File: src/rtl/esp8266_pkg.sv
// Shared definitions for the ESP8266 link: ASCII literals, frame geometry and
// the per-position byte-class table of the m("TT.T","HH","SS")\r\n frame.
package esp8266_pkg;

    localparam logic [7:0] CH_M     = 8'h6D;
    localparam logic [7:0] CH_LPAR  = 8'h28;
    localparam logic [7:0] CH_QUOT  = 8'h22;
    localparam logic [7:0] CH_COMMA = 8'h2C;
    localparam logic [7:0] CH_DOT   = 8'h2E;
    localparam logic [7:0] CH_RPAR  = 8'h29;
    localparam logic [7:0] CH_CR    = 8'h0D;
    localparam logic [7:0] CH_LF    = 8'h0A;
    localparam logic [7:0] CH_ZERO  = 8'h30;
    localparam logic [7:0] CH_NINE  = 8'h39;

    localparam int unsigned FRAME_LEN  = 21;
    localparam int unsigned NUM_DIGITS = 7;

    typedef enum logic [2:0] {
        CLS_LIT  = 3'd0,
        DIG_TE_T = 3'd1,
        DIG_TE_U = 3'd2,
        DIG_TE_F = 3'd3,
        DIG_HU_T = 3'd4,
        DIG_HU_U = 3'd5,
        DIG_SM_T = 3'd6,
        DIG_SM_U = 3'd7
    } byte_class_e;

    function automatic byte_class_e pos_class(input logic [4:0] pos);
        case (pos)
            5'd3:    return DIG_TE_T;
            5'd4:    return DIG_TE_U;
            5'd6:    return DIG_TE_F;
            5'd10:   return DIG_HU_T;
            5'd11:   return DIG_HU_U;
            5'd15:   return DIG_SM_T;
            5'd16:   return DIG_SM_U;
            default: return CLS_LIT;
        endcase
    endfunction

    function automatic logic [7:0] pos_lit(input logic [4:0] pos);
        case (pos)
            5'd0:    return CH_M;
            5'd1:    return CH_LPAR;
            5'd2:    return CH_QUOT;
            5'd5:    return CH_DOT;
            5'd7:    return CH_QUOT;
            5'd8:    return CH_COMMA;
            5'd9:    return CH_QUOT;
            5'd12:   return CH_QUOT;
            5'd13:   return CH_COMMA;
            5'd14:   return CH_QUOT;
            5'd17:   return CH_QUOT;
            5'd18:   return CH_RPAR;
            5'd19:   return CH_CR;
            5'd20:   return CH_LF;
            default: return 8'h00;
        endcase
    endfunction

    // Shadow slot 0..6 follows the order te_t, te_u, te_f, hu_t, hu_u, sm_t, sm_u.
    function automatic logic [2:0] digit_slot(input byte_class_e cls);
        logic [2:0] raw;
        raw = cls;
        return raw - 3'd1;
    endfunction

endpackage

File: src/rtl/esp8266_ascii2bin.sv
// Combinational ASCII digit check and nibble extraction for one byte.
module esp8266_ascii2bin
    import esp8266_pkg::*;
(
    input  logic [7:0] ascii,
    output logic       is_digit,
    output logic [3:0] nibble
);

    logic [7:0] diff;

    assign diff     = ascii - CH_ZERO;
    assign is_digit = (ascii >= CH_ZERO) && (ascii <= CH_NINE);
    assign nibble   = diff[3:0];

endmodule

File: src/rtl/esp8266_decode.sv
// Receive-side frame parser for the ESP8266 link: validates m("TT.T","HH","SS")\r\n
// byte by byte and publishes the ASCII fields and their binary values on commit.
module esp8266_decode #(
    parameter int unsigned TIMEOUT_CYCLES = 32'd2_500_000,
    parameter int unsigned FRAME_LEN      = esp8266_pkg::FRAME_LEN
) (
    input  logic        Clk,
    input  logic        Rst,
    input  logic        Rx_valid,
    input  logic [7:0]  Rx_data,
    output logic [23:0] oTeData,
    output logic [15:0] oHuData,
    output logic [15:0] oSmData,
    output logic [9:0]  oTeBin,
    output logic [6:0]  oHuBin,
    output logic [6:0]  oSmBin,
    output logic        Frame_valid,
    output logic        Frame_err,
    output logic [7:0]  Err_cnt,
    output logic        Busy
);
    import esp8266_pkg::*;

    localparam int CNT_W = (TIMEOUT_CYCLES > 2) ? $clog2(TIMEOUT_CYCLES) : 1;

    logic [4:0]                  pos, pos_next;
    logic [CNT_W-1:0]            cnt, cnt_next;
    logic [NUM_DIGITS-1:0][7:0]  shadow, shadow_next;
    logic                        set_valid, set_err;
    logic                        rx_is_digit;
    logic [3:0]                  rx_nib_unused;
    logic [NUM_DIGITS-1:0]       sh_dig_unused;
    logic [NUM_DIGITS-1:0][3:0]  nib;
    byte_class_e                 cls;
    logic [7:0]                  lit;
    logic                        byte_ok;
    logic [9:0]                  te_bin_c;
    logic [6:0]                  hu_bin_c, sm_bin_c;

    esp8266_ascii2bin u_rx_a2b (
        .ascii    (Rx_data),
        .is_digit (rx_is_digit),
        .nibble   (rx_nib_unused)
    );

    for (genvar g = 0; g < NUM_DIGITS; g++) begin : gen_sh
        esp8266_ascii2bin u_a2b (
            .ascii    (shadow[g]),
            .is_digit (sh_dig_unused[g]),
            .nibble   (nib[g])
        );
    end

    assign cls     = pos_class(pos);
    assign lit     = pos_lit(pos);
    assign byte_ok = (cls == CLS_LIT) ? (Rx_data == lit) : rx_is_digit;
    assign Busy    = (pos != 5'd0);

    assign te_bin_c = 10'(nib[0]) * 10'd100 + 10'(nib[1]) * 10'd10 + 10'(nib[2]);
    assign hu_bin_c = 7'(nib[3]) * 7'd10 + 7'(nib[4]);
    assign sm_bin_c = 7'(nib[5]) * 7'd10 + 7'(nib[6]);

    // Next position, timeout counter, shadow writes and pulse requests.
    always_comb begin
        pos_next    = pos;
        cnt_next    = cnt;
        shadow_next = shadow;
        set_valid   = 1'b0;
        set_err     = 1'b0;
        if (Rx_valid) begin
            cnt_next = '0;
            if (pos == 5'd0) begin
                if (Rx_data == CH_M) begin
                    pos_next = 5'd1;
                end else begin
                    pos_next = 5'd0;
                end
            end else if (byte_ok) begin
                if (cls != CLS_LIT) begin
                    shadow_next[digit_slot(cls)] = Rx_data;
                end else begin
                    shadow_next = shadow;
                end
                if (pos == 5'(FRAME_LEN - 1)) begin
                    set_valid = 1'b1;
                    pos_next  = 5'd0;
                end else begin
                    pos_next = pos + 5'd1;
                end
            end else begin
                // A stray 'm' is taken as the start of a fresh frame.
                set_err     = 1'b1;
                shadow_next = '0;
                pos_next    = (Rx_data == CH_M) ? 5'd1 : 5'd0;
            end
        end else if (pos == 5'd0) begin
            cnt_next = '0;
        end else if (cnt == CNT_W'(TIMEOUT_CYCLES - 1)) begin
            set_err     = 1'b1;
            shadow_next = '0;
            pos_next    = 5'd0;
            cnt_next    = '0;
        end else begin
            cnt_next = cnt + CNT_W'(1);
        end
    end

    // Parser state, pulses, error counter and committed outputs.
    always_ff @(posedge Clk) begin
        if (Rst) begin
            pos         <= 5'd0;
            cnt         <= '0;
            shadow      <= '0;
            Frame_valid <= 1'b0;
            Frame_err   <= 1'b0;
            Err_cnt     <= 8'd0;
            oTeData     <= 24'd0;
            oHuData     <= 16'd0;
            oSmData     <= 16'd0;
            oTeBin      <= 10'd0;
            oHuBin      <= 7'd0;
            oSmBin      <= 7'd0;
        end else begin
            pos         <= pos_next;
            cnt         <= cnt_next;
            shadow      <= shadow_next;
            Frame_valid <= set_valid;
            Frame_err   <= set_err;
            if (set_err && (Err_cnt != 8'hFF)) begin
                Err_cnt <= Err_cnt + 8'd1;
            end else begin
                Err_cnt <= Err_cnt;
            end
            // The closing '\n' is not a digit, so the shadows are already complete here.
            if (set_valid) begin
                oTeData <= {shadow[0], shadow[1], shadow[2]};
                oHuData <= {shadow[3], shadow[4]};
                oSmData <= {shadow[5], shadow[6]};
                oTeBin  <= te_bin_c;
                oHuBin  <= hu_bin_c;
                oSmBin  <= sm_bin_c;
            end else begin
                oTeData <= oTeData;
                oHuData <= oHuData;
                oSmData <= oSmData;
                oTeBin  <= oTeBin;
                oHuBin  <= oHuBin;
                oSmBin  <= oSmBin;
            end
        end
    end

endmodule
File: config.mk
export PLATFORM = sky130hd
export DESIGN_NAME = esp8266_decode
export DESIGN_NICKNAME = d
export VERILOG_FILES = /design/src/rtl/esp8266_pkg.sv /design/src/rtl/esp8266_ascii2bin.sv /design/src/rtl/esp8266_decode.sv
export SDC_FILE = /design/constraint.sdc
export NUM_CORES = 1
export LEC_CHECK = 0
export BUFFER_PORTS_ARGS = -buffer_cell sky130_fd_sc_hd__buf_2
export CORE_AREA = 10 10 128 130
export CTS_CLUSTER_SIZE = 40
export DETAILED_ROUTE_END_ITERATION = 16
export DIE_AREA = 0 0 138 140
export PLACE_DENSITY = 0.87
export REMOVE_ABC_BUFFERS = 1
export SLEW_MARGIN = 15
export SYNTH_ARGS = -nofsm -noshare
export SYNTH_HDL_FRONTEND = slang
export SYNTH_SLANG_ARGS = --single-unit
File: constraint.sdc
create_clock -name Clk -period 4.65 [get_ports Clk]
set_input_delay 0.93 -clock Clk [delete_from_list [all_inputs] [get_ports Clk]]
set_output_delay 0.93 -clock Clk [all_outputs]
set_load 0.01 [all_outputs]
==> results.sh, run 1 <==
export IMPL_status="finished, final reports clean"
export IMPL_pwr_density_cell_nw_per_um2=324
export IMPL_drt_iter0_drc=507
export IMPL_peakVddDrop_uv=220
export IMPL_num_vias=6684
export IMPL_antenna_found_initial=0
export IMPL_path_buf_inv=3
export IMPL_fin_util_pct=66.0
export IMPL_final_min_clock_period_ns=4.10
export IMPL_cp_slowest_stage_delay_ns=0.45
export IMPL_clk_insertion_delay_late_ns=0.44
export IMPL_worst_slack_ns=0.553
export IMPL_slew_headroom_pct=35.0
export IMPL_start_util_pct=57.3
export IMPL_grt_max_degree=69
export IMPL_worst_setup_path_type="reg2reg"
export IMPL_cts_made_buffers=17
export IMPL_finalHoldViolCount=0
export IMPL_die_h_um=140
export IMPL_p_total_mw=2.95
export IMPL_hp_class="reg2reg"
export IMPL_grt_pass1_wl_mm=31.3
export IMPL_ys_ff_latch=176
export IMPL_synth_flop_cell="dfxtp_1"
export IMPL_vias_per_cell=5.59
export IMPL_worstMarginPinSlew_ns=0.962
export IMPL_grt_pass1_vias=6478
export IMPL_numPortBuffers=101
export IMPL_place_ws_ns=0.621
export IMPL_rows=43
export IMPL_setup_viol=0
export IMPL_numPlacedInstances=1163
export IMPL_die_area_um2=19300
export IMPL_cts_hold_buf=0
export IMPL_grt_total_usage_pct=19.0
export IMPL_slowest_stage="o41a_1"
export IMPL_ios=102
export IMPL_crit_path_cell_trace="inv_1 > ha_1 > nand3b_1 > nor2_1 > nor2_1 > ha_1 > ha_1 > nor3b_1 > nand4_1 > o41a_1 > nor3_1 > a211oi_1 > buf_4 > nor2_1 > inv_1 > ha_1 > o21ai_0 > a31oi_1 > a32o_1"
export IMPL_cts_tree="built"
export IMPL_synth_warnings=0
export IMPL_postRouteAntennaNets=0
export IMPL_synth_distinct_cells=54
export IMPL_dr_pass1_iters=5
export IMPL_fmaxAchievable_mhz=244
export IMPL_cp_top_family="simple AND/OR/NAND/NOR gates"
export IMPL_synthToLayoutAreaGrowth_pct=15.2
export IMPL_nets=1069
export IMPL_syn_area_um2=7890
export IMPL_path_clk_slew_ns=0.07
export IMPL_coreArea_um2=13800
export IMPL_finalCritPeriodShare_pct=88.1
export IMPL_hpwl_mm=13.0
export IMPL_overflow=0
export IMPL_cts_sinks=176
export IMPL_drt_total_wl_mm=18.7
export IMPL_fin_cells=1195
export IMPL_cts_resized=0
export IMPL_dieWidth_um=138
export IMPL_cts_buffer_depth=2
export IMPL_avgSynthCellArea_um2=8.56
export IMPL_maxCapViolCount=0
export IMPL_arrival_ns=4.43
export IMPL_slew_violations=0
export IMPL_drive_gt1_share_pct=15.1
export IMPL_syn_inst=922
export IMPL_required_ns=4.98
export IMPL_rsz0062_at_grt="no"
export IMPL_wl_per_cell_um=15.6
export IMPL_async_flop_share_pct=0
export IMPL_worst_setup_path_end_kind="register"
export IMPL_clockRootBuffer="clkbuf_16"
export IMPL_yosysSeqAreaShare_pct=44.7
export IMPL_post_cts_repair_setup_buffers=0
export IMPL_htreeDepth=4
export IMPL_power_leakage_nw=3.81
export IMPL_critPathLaunchType="register"
export IMPL_crit_fanout=5
export IMPL_skew_ns=0.0143
export IMPL_drc=0
export IMPL_synth_edff_count=0
export IMPL_crit_top_cell="ha_1"
export IMPL_routabilityCongestion=0.845
## logic make-up after synthesis
group / after synthesis / share of synthesized area (%)
multiplexers: 4 / 0.507
adder cells (fa/ha/maj): 56 / 9.74
AO/OA/AOI/OAI: 182 / 14.0
XOR/XNOR: 51 / 5.66
buffers and inverters: 83 / 4.14
flip-flops: 176 / 44.7
AND/OR/NAND/NOR: 370 / 21.3
## per-layer routing
metal | vias up | GRT usage, % | routed length, um
met2 | 236 | 31.4 | 9000
li1 | 3285 | - | -
met5 | - | 0 | 0
met3 | 53 | 4.36 | 1280
met1 | 3110 | 22.9 | 7890
met4 | 0 | 8.93 | 519
## Yosys cell counts (all sizes together), types with 4 or more instances
master / instances / area share, %
nor3: 11 / 0.82
nand2: 184 / 8.8
nor3b: 5 / 0.48
xor2: 24 / 2.7
buf: 6 / 0.48
a21o: 6 / 0.57
a211oi: 10 / 0.95
dfxtp: 176 / 45
and3: 24 / 1.9
o21ai: 8 / 0.51
nand3: 14 / 0.89
xnor2: 27 / 3.0
nor2: 93 / 4.4
a21oi: 110 / 7.0
clkbuf: 43 / 2.0
mux2i: 4 / 0.51
fa: 9 / 2.3
ha: 47 / 7.5
nand4: 5 / 0.40
a22oi: 29 / 2.8
nor2b: 7 / 0.56
inv: 34 / 1.6
nor4: 5 / 0.78
## per-stage QoR
step | hold slack [ns] | cell area [um^2] | TNS, ns
2_1_floorplan | 0.421 | 7690 | -138.70
3_3_place_gp | 0.437 | 8500 | 0
3_5_place_dp | 0.441 | 8500 | 0
4_1_cts | 0.452 | 9080 | 0
5_1_grt | 0.468 | 9080 | 0
6_report | 0.447 | 9090 | 0
## final timing paths
path             start   endpoint  slack (ns)  cells past startpoint
max             pos[0]     lit[3]        0.55                     19
min          oTeBin[7]  oTeBin[7]        0.45                      2
max reg2reg     pos[0]     lit[3]        0.55                     19
min reg2reg  oTeBin[7]  oTeBin[7]        0.45                      2
## cell type report
type / count / area [um^2]
clock buffer: 20 / 457
clock inverter: 11 / 124
timing repair buffer: 110 / 576
antenna: 1 / 2.50
inverter: 34 / 128
multi-input combinational: 663 / 4050
sequential: 176 / 3520
fill: 1093 / 4690
tap: 180 / 225
## layout by cell type, fill, tap and decap left out, types with 3 or more instances in the layout
| cell | count |
|---|---|
| nor4_1 | 3 |
| clkinv_4 | 3 |
| inv_6 | 5 |
| xor2_1 | 24 |
| nor3b_1 | 5 |
| nor3_2 | 4 |
| dfxtp_1 | 176 |
| clkbuf_16 | 17 |
| a22oi_1 | 28 |
| a21oi_1 | 109 |
| ha_1 | 47 |
| nand2_1 | 184 |
| fa_1 | 9 |
| nand3b_1 | 3 |
| xnor2_1 | 27 |
| nor4b_1 | 3 |
| a21o_1 | 6 |
| and3_1 | 24 |
| o21ai_0 | 8 |
| o21bai_1 | 3 |
| nor3_1 | 7 |
| nor2_1 | 93 |
| nand4_1 | 5 |
| a31oi_1 | 3 |
| nor2b_1 | 7 |
| buf_2 | 100 |
| a211oi_1 | 10 |
| mux2i_1 | 4 |
| buf_4 | 10 |
| nand3_1 | 14 |
| inv_1 | 34 |
| nand2b_1 | 3 |
## flip-flops by register name (all words and copies together), names as in the netlist
signal,flops
shadow,56
cnt,22
oTeBin,9
Frame_err,1
oHuBin,6
pos,5
oSmData,16
oSmBin,6
oHuData,16
Frame_valid,1
Err_cnt,8
oTeData,24
lit,6
## worst reg2reg max path: stages (launching register included)
cell and delay, ns:
dfxtp_1 0.41, inv_1 0.09, ha_1 0.24, nand3b_1 0.14
nor2_1 0.11, nor2_1 0.30, ha_1 0.21, ha_1 0.17
nor3b_1 0.21, nand4_1 0.21, o41a_1 0.45, nor3_1 0.16
a211oi_1 0.07, buf_4 0.17, nor2_1 0.20, inv_1 0.12
ha_1 0.24, o21ai_0 0.17, a31oi_1 0.10, a32o_1 0.23
## report_power, final
group	switching (mW)	internal, mW	total (mW)
clock network	0.621	0.778	1.40
registers	0.0000526	1.51	1.51
logic	0.0341	0.00846	0.0426
(Power assumes the default switching activity.)
==> inputs of run 2 (changes only) <==
Settings changed: ABC_AREA from default to 1, CTS_BUF_LIST from default to sky130_fd_sc_hd__clkbuf_4, PLACE_DENSITY 0.87 to 0.89.
==> run 2 against run 1 <==
Compared with the run above:
- final area about the same
- critical endpoint is now oHuData[9]
- critical path depth up 1
- largest power group unchanged
- sequential power about the same
- non-clock buffer count down 5
- largest cell class unchanged
==> results.sh, run 2 <==
export IMPL_status="finished, final reports clean"
export IMPL_numPortBuffers=101
export IMPL_slowest_stage="buf_4"
export IMPL_largest_register_ff_count=56
export IMPL_crit_path_cell_trace="inv_1 > ha_1 > nand3_2 > nand2_1 > o21ai_1 > nand2_2 > inv_1 > ha_1 > ha_1 > nand2_1 > nor2_1 > nand2_1 > nor2_4 > nand2_4 > nand2_8 > nand2_8 > nor2_4 > buf_4 > o21ai_0 > a21oi_1"
export IMPL_cp_slowest_stage_delay_ns=0.64
export IMPL_hpwl_mm=13.3
export IMPL_wl_per_cell_um=14.1
export IMPL_worst_setup_path_type="reg2reg"
export IMPL_coreArea_um2=13800
export IMPL_nets=1198
export IMPL_whs_path_depth=2
export IMPL_drt_total_wl_mm=18.7
export IMPL_synth_edff_count=0
export IMPL_cts_made_buffers=17
export IMPL_rsz0062_at_grt="no"
export IMPL_skew_ns=0.0185
export IMPL_wl_met1_mm=8.32
export IMPL_cts_hold_buf=0
export IMPL_pwr_density_cell_nw_per_um2=268
export IMPL_start_util_pct=59.6
export IMPL_hp_class="reg2reg"
export IMPL_slew_headroom_pct=38.4
export IMPL_cts_tree="built"
export IMPL_synth_flop_cell="dfxtp_1"
export IMPL_grt_pass1_vias=6627
export IMPL_grt_max_degree=102
export IMPL_drive_gt1_share_pct=16.8
export IMPL_ys_ff_latch=176
export IMPL_die_h_um=140
export IMPL_clockRootBuffer="clkbuf_4"
export IMPL_required_ns=5.17
export IMPL_dieWidth_um=138
export IMPL_wl_met2_mm=8.76
export IMPL_slew_violations=0
export IMPL_htreeDepth=4
export IMPL_synth_area_top_cells="dfxtp_1 (43%), nand2_1 (8.9%), nor2_1 (7.3%)"
export IMPL_top_layer="met4"
export IMPL_crit_fanout=101
export IMPL_syn_inst=1045
export IMPL_peakVddDrop_uv=177
export IMPL_setup_viol=0
export IMPL_num_vias=7159
export IMPL_mostFrequentLayoutCell="nand2_1"
export IMPL_fill_cells=1156
export IMPL_dr_pass1_iters=5
export IMPL_met3RoutedLength_mm=1.20
export IMPL_clk_insertion_delay_late_ns=0.59
export IMPL_final_min_clock_period_ns=3.73
export IMPL_synthToLayoutAreaGrowth_pct=10.7
export IMPL_synth_distinct_cells=46
export IMPL_ff2ff_path_depth=20
export IMPL_worstMarginPinSlew_ns=0.922
export IMPL_rows=43
export IMPL_die_area_um2=19300
export IMPL_path_clk_slew_ns=0.15
export IMPL_postRouteAntennaNets=0
export IMPL_cts_buffer_depth=2
export IMPL_post_cts_repair_setup_buffers=0
export IMPL_syn_area_um2=8200
export IMPL_most_common_layout_cells="nand2_1 (194), dfxtp_1 (176), nor2_1 (160)"
export IMPL_overflow=0
export IMPL_antenna_found_initial=1
export IMPL_finalHoldViolCount=0
export IMPL_synth_most_common_cell="nand2_1"
export IMPL_grt_total_usage_pct=18.7
export IMPL_fin_util_pct=65.9
export IMPL_drc=0
export IMPL_power_leakage_nw=4.24
export IMPL_synth_warnings=0
export IMPL_drt_iter0_drc=546
export IMPL_fmaxAchievable_mhz=268
export IMPL_cts_resized=0
export IMPL_arrival_ns=4.25
export IMPL_yosysTopAreaCellShare_pct=42.9
export IMPL_avgSynthCellArea_um2=7.85
export IMPL_setup_tns_ns=0
export IMPL_reg_top3="shadow x56, oTeData x24, cnt x22"
export IMPL_vias_per_cell=5.40
export IMPL_async_flop_share_pct=0
export IMPL_critPathLaunchType="register"
export IMPL_worst_setup_path_end_kind="register"
export IMPL_routabilityCongestion=0.919
export IMPL_regMostFlops="shadow"
export IMPL_yosysSeqAreaShare_pct=42.9
export IMPL_cts_sinks=176
export IMPL_finalCritPeriodShare_pct=80.3
export IMPL_synth_largest_area_cell="dfxtp_1"
export IMPL_synthTopCellsByCount="nand2_1 (194), dfxtp_1 (176), nor2_1 (160)"
export IMPL_grt_pass1_wl_mm=31.0
export IMPL_maxCapViolCount=0
export IMPL_p_total_mw=2.44
export IMPL_ios=102
[run 2: final cells by class]
cell class | count | area (um^2) | area share (%)
Sequential cell | 176 | 3520 | 38.8
Clock inverter | 14 | 158 | 1.74
Tap cell | 180 | 225 | 2.48
Inverter | 85 | 322 | 3.54
Timing Repair Buffer | 105 | 536 | 5.90
Clock buffer | 18 | 135 | 1.49
Antenna cell | 1 | 2.50 | 0.0276
Multi-Input combinational cell | 746 | 4180 | 46.0
[run 2: kinds of logic (layout without fill, tap and decap cells)]
logic type / Yosys count / in the layout / share of synthesized area (%)
DFF: 176 / 176 / 42.9
AOI/OAI and AO/OA: 213 / 213 / 14.2
and+or+nand+nor: 451 / 451 / 24.6
adders and majority gates: 56 / 56 / 9.36
other: 0 / 1 / 0
xor gates and xnor gates: 26 / 26 / 2.78
buffers and inverters: 123 / 222 / 6.10
[run 2: power by group]
part | total (mW) | internal (mW) | switching (mW)
sequential | 1.51 | 1.51 | 0.0000581
clock | 0.881 | 0.332 | 0.549
combinational | 0.0461 | 0.00965 | 0.0365
total | 2.44 | 1.85 | 0.586
[run 2: worst max-delay path, delay by kind of cell (launching register included)]
| kind | cells | cell delay (ns) |
|---|---|---|
| DFF | 1 | 0.41 |
| buffers and inverters | 3 | 0.98 |
| adders and majority gates | 3 | 0.59 |
| AOI/OAI and AO/OA | 3 | 0.53 |
| and+or+nand+nor | 11 | 1.11 |
[run 2: worst paths after layout]
check                  from          to  slack, ns
hold reg to reg   shadow[6]   shadow[6]       0.45
hold / removal    shadow[6]   shadow[6]       0.45
setup reg to reg     pos[0]  oHuData[9]       0.92
setup / recovery     pos[0]  oHuData[9]       0.92
[run 2: routing by layer]
metal | track usage (%) | vias up
li1 | - | 3601
met1 | 23.1 | 3313
met2 | 30.2 | 206
met3 | 5.21 | 39
met4 | 7.27 | 0
met5 | 0 | -
[run 2: metrics by stage]
step | cells | worst slack (ns) | hold slack, ns | area [um^2]
after detailed placement | 1292 | 1.10 | 0.431 | 8790
after floorplan | 1007 | 0.639 | 0.418 | 8030
after global placement | 1292 | 1.25 | 0.427 | 8790
final | 1325 | 0.917 | 0.450 | 9080
after global routing | 1324 | 0.577 | 0.472 | 9080
after CTS | 1324 | 0.899 | 0.451 | 9080
==> inputs of run 3 (changes only) <==
Settings changed: ABC_AREA 1 to 0, CORE_AREA 10 10 128 130 to 10 10 126 128, DIE_AREA 0 0 138 140 to 0 0 136 138.
Clock period 4.65 ns to 3.9 ns, I/O delays scaled along.
==> run 3 against run 2 <==
Compared with the run above:
- fmax fell by 4.8%
- highest routed layer unchanged
- sequential power grew 19%
- sequential cell count unchanged
- final area shrank 0.63%
- global-route usage rose by 0.76 points
- utilization is 0.89 points higher
- clock power grew 12%
- the run now ends with negative setup slack left
- setup slack lost 0.94 ns
- routed wire length up 0.96%
- combinational power up 11%
==> results.sh, run 3 (synthesis results as in run 1) <==
export IMPL_peakVddDrop_uv=206
export IMPL_path_clk_slew_ns=0.15
export IMPL_start_util_pct=58.4
export IMPL_finalHoldViolCount=0
export IMPL_nets=1081
export IMPL_grt_pass1_vias=6494
export IMPL_drt_total_wl_mm=18.9
export IMPL_critPathLaunchType="register"
export IMPL_htreeDepth=4
export IMPL_hpwl_mm=13.1
export IMPL_die_h_um=138
export IMPL_stdcell_area_um2=9020
export IMPL_reg_top3="shadow x56, oTeData x24, cnt x22"
export IMPL_r2r_end="lit[1]"
export IMPL_min_to="oTeBin[8]"
export IMPL_r2r_start="pos[0]"
export IMPL_setup_tns_ns=-0.0225
export IMPL_overflow=0
export IMPL_numPortBuffers=101
export IMPL_hp_start="oTeBin[8]"
export IMPL_required_ns=4.41
export IMPL_grt_max_degree=94
export IMPL_setup_viol=1
export IMPL_place_area_um2=8550
export IMPL_ff2ff_path_depth=19
export IMPL_ios=102
export IMPL_worst_slack_ns=-0.0225
export IMPL_worst_setup_path_type="reg2reg"
export IMPL_dr_pass1_iters=6
export IMPL_wl_per_cell_um=15.6
export IMPL_finalCritPeriodShare_pct=101
export IMPL_cts_made_buffers=17
export IMPL_largest_register_ff_count=56
export IMPL_most_common_layout_cells="nand2_1 (184), dfxtp_1 (173), a21oi_1 (107)"
export IMPL_grt_pass1_wl_mm=30.8
export IMPL_skew_ns=0.0154
export IMPL_power_leakage_nw=3.76
export IMPL_routabilityCongestion=0.895
export IMPL_crit_fanout=5
export IMPL_dieWidth_um=136
export IMPL_cts_hold_buf=0
export IMPL_hp_class="reg2reg"
export IMPL_drive_gt1_share_pct=18.5
export IMPL_cts_tree="built"
export IMPL_whs_path_depth=2
export IMPL_coreArea_um2=13500
export IMPL_final_min_clock_period_ns=3.92
export IMPL_arrival_ns=4.43
export IMPL_cts_sinks=176
export IMPL_rsz0062_at_grt="yes"
export IMPL_violations="negative setup slack"
export IMPL_grt_total_usage_pct=19.4
export IMPL_fin_util_pct=66.8
export IMPL_clk_insertion_delay_late_ns=0.58
export IMPL_cts_buffer_depth=2
export IMPL_worst_setup_path_end_kind="register"
export IMPL_maxCapViolCount=0
export IMPL_drc=0
export IMPL_postRouteAntennaNets=0
export IMPL_num_vias=6707
export IMPL_vias_per_cell=5.55
export IMPL_mostFrequentLayoutCell="nand2_1"
export IMPL_status="finished, violations left"
export IMPL_antenna_found_initial=1
export IMPL_fmaxAchievable_mhz=255
export IMPL_worstMarginPinSlew_ns=0.926
export IMPL_slew_violations=0
export IMPL_clockRootBuffer="clkbuf_4"
export IMPL_rows=43
export IMPL_slew_headroom_pct=38.3
export IMPL_pwr_density_cell_nw_per_um2=315
export IMPL_drt_iter0_drc=620
export IMPL_synthToLayoutAreaGrowth_pct=14.4
export IMPL_regMostFlops="shadow"
export IMPL_ff2ff_setup_slack_ns=-0.02
export IMPL_die_area_um2=18800
-- run 3: report_power, final --
group	internal (mW)	switching, mW	leakage, nW
logic	0.0101	0.0413	2.20
clock network	0.285	0.706	0.144
registers	1.80	0.0000719	1.42
-- run 3: through the flow --
step                setup WS [ns]  hold WS (ns)  std cells  power (mW)
finish                    -0.0225         0.458       1208        2.84
global route               -0.207         0.470       1208        2.94
CTS                       0.00859         0.458       1199        2.86
detailed placement         0.0513         0.440       1167        1.89
global placement            0.269         0.436       1167        1.88
floorplan                   -2.76         0.421        873        1.85
-- run 3: worst max-delay path by stage --
stage            from   endpoint  slack (ns)  cells after the start
2_1_floorplan  pos[0]  oHuBin[2]       -2.76                     12
3_3_place_gp   pos[0]     lit[3]        0.27                     20
3_5_place_dp   pos[0]     lit[3]        0.05                     20
4_1_cts        pos[0]     lit[3]       0.009                     20
5_1_grt        pos[0]     lit[1]       -0.21                     19
6_report       pos[0]     lit[1]       -0.02                     19
-- run 3: worst max-delay path, cell delays in order (launching register included) --
cell and delay, ns:
dfxtp_4 0.42, inv_4 0.06, ha_4 0.17, o21ai_2 0.11, nor2_1 0.06, a31oi_1 0.20
nor2_1 0.08, nor2_1 0.12, ha_2 0.20, ha_4 0.13, nor3b_2 0.17, nand4_1 0.18
o41a_1 0.55, nor3_2 0.27, a211oi_2 0.08, nor2_2 0.22, ha_2 0.25, mux2i_1 0.08
a221o_1 0.36, o221ai_2 0.14
-- run 3: cell type report --
| type | count | area [um^2] |
|---|---|---|
| inverter | 34 | 130 |
| clock buffer | 17 | 128 |
| antenna | 1 | 2.50 |
| sequential | 176 | 3530 |
| multi-input combinational | 663 | 4160 |
| timing repair buffer | 122 | 694 |
| clock inverter | 15 | 151 |
| fill | 1063 | 4480 |
| tap | 180 | 225 |
-- run 3: per-layer routing --
layer	vias up	routed length [um]	share of wire (%)	GRT usage (%)
met3	32	1250	6.6	5.04
li1	3311	-	-	-
met4	0	361	1.9	6.51
met2	200	9530	50	33.0
met1	3164	7740	41	23.1
met5	-	0	0	0
-- run 3: what timing repair did --
item | CTS | global route
endpoints found under the setup margin | 0 | 120
resized for setup | 0 | 36
buffers inserted | 0 | 8
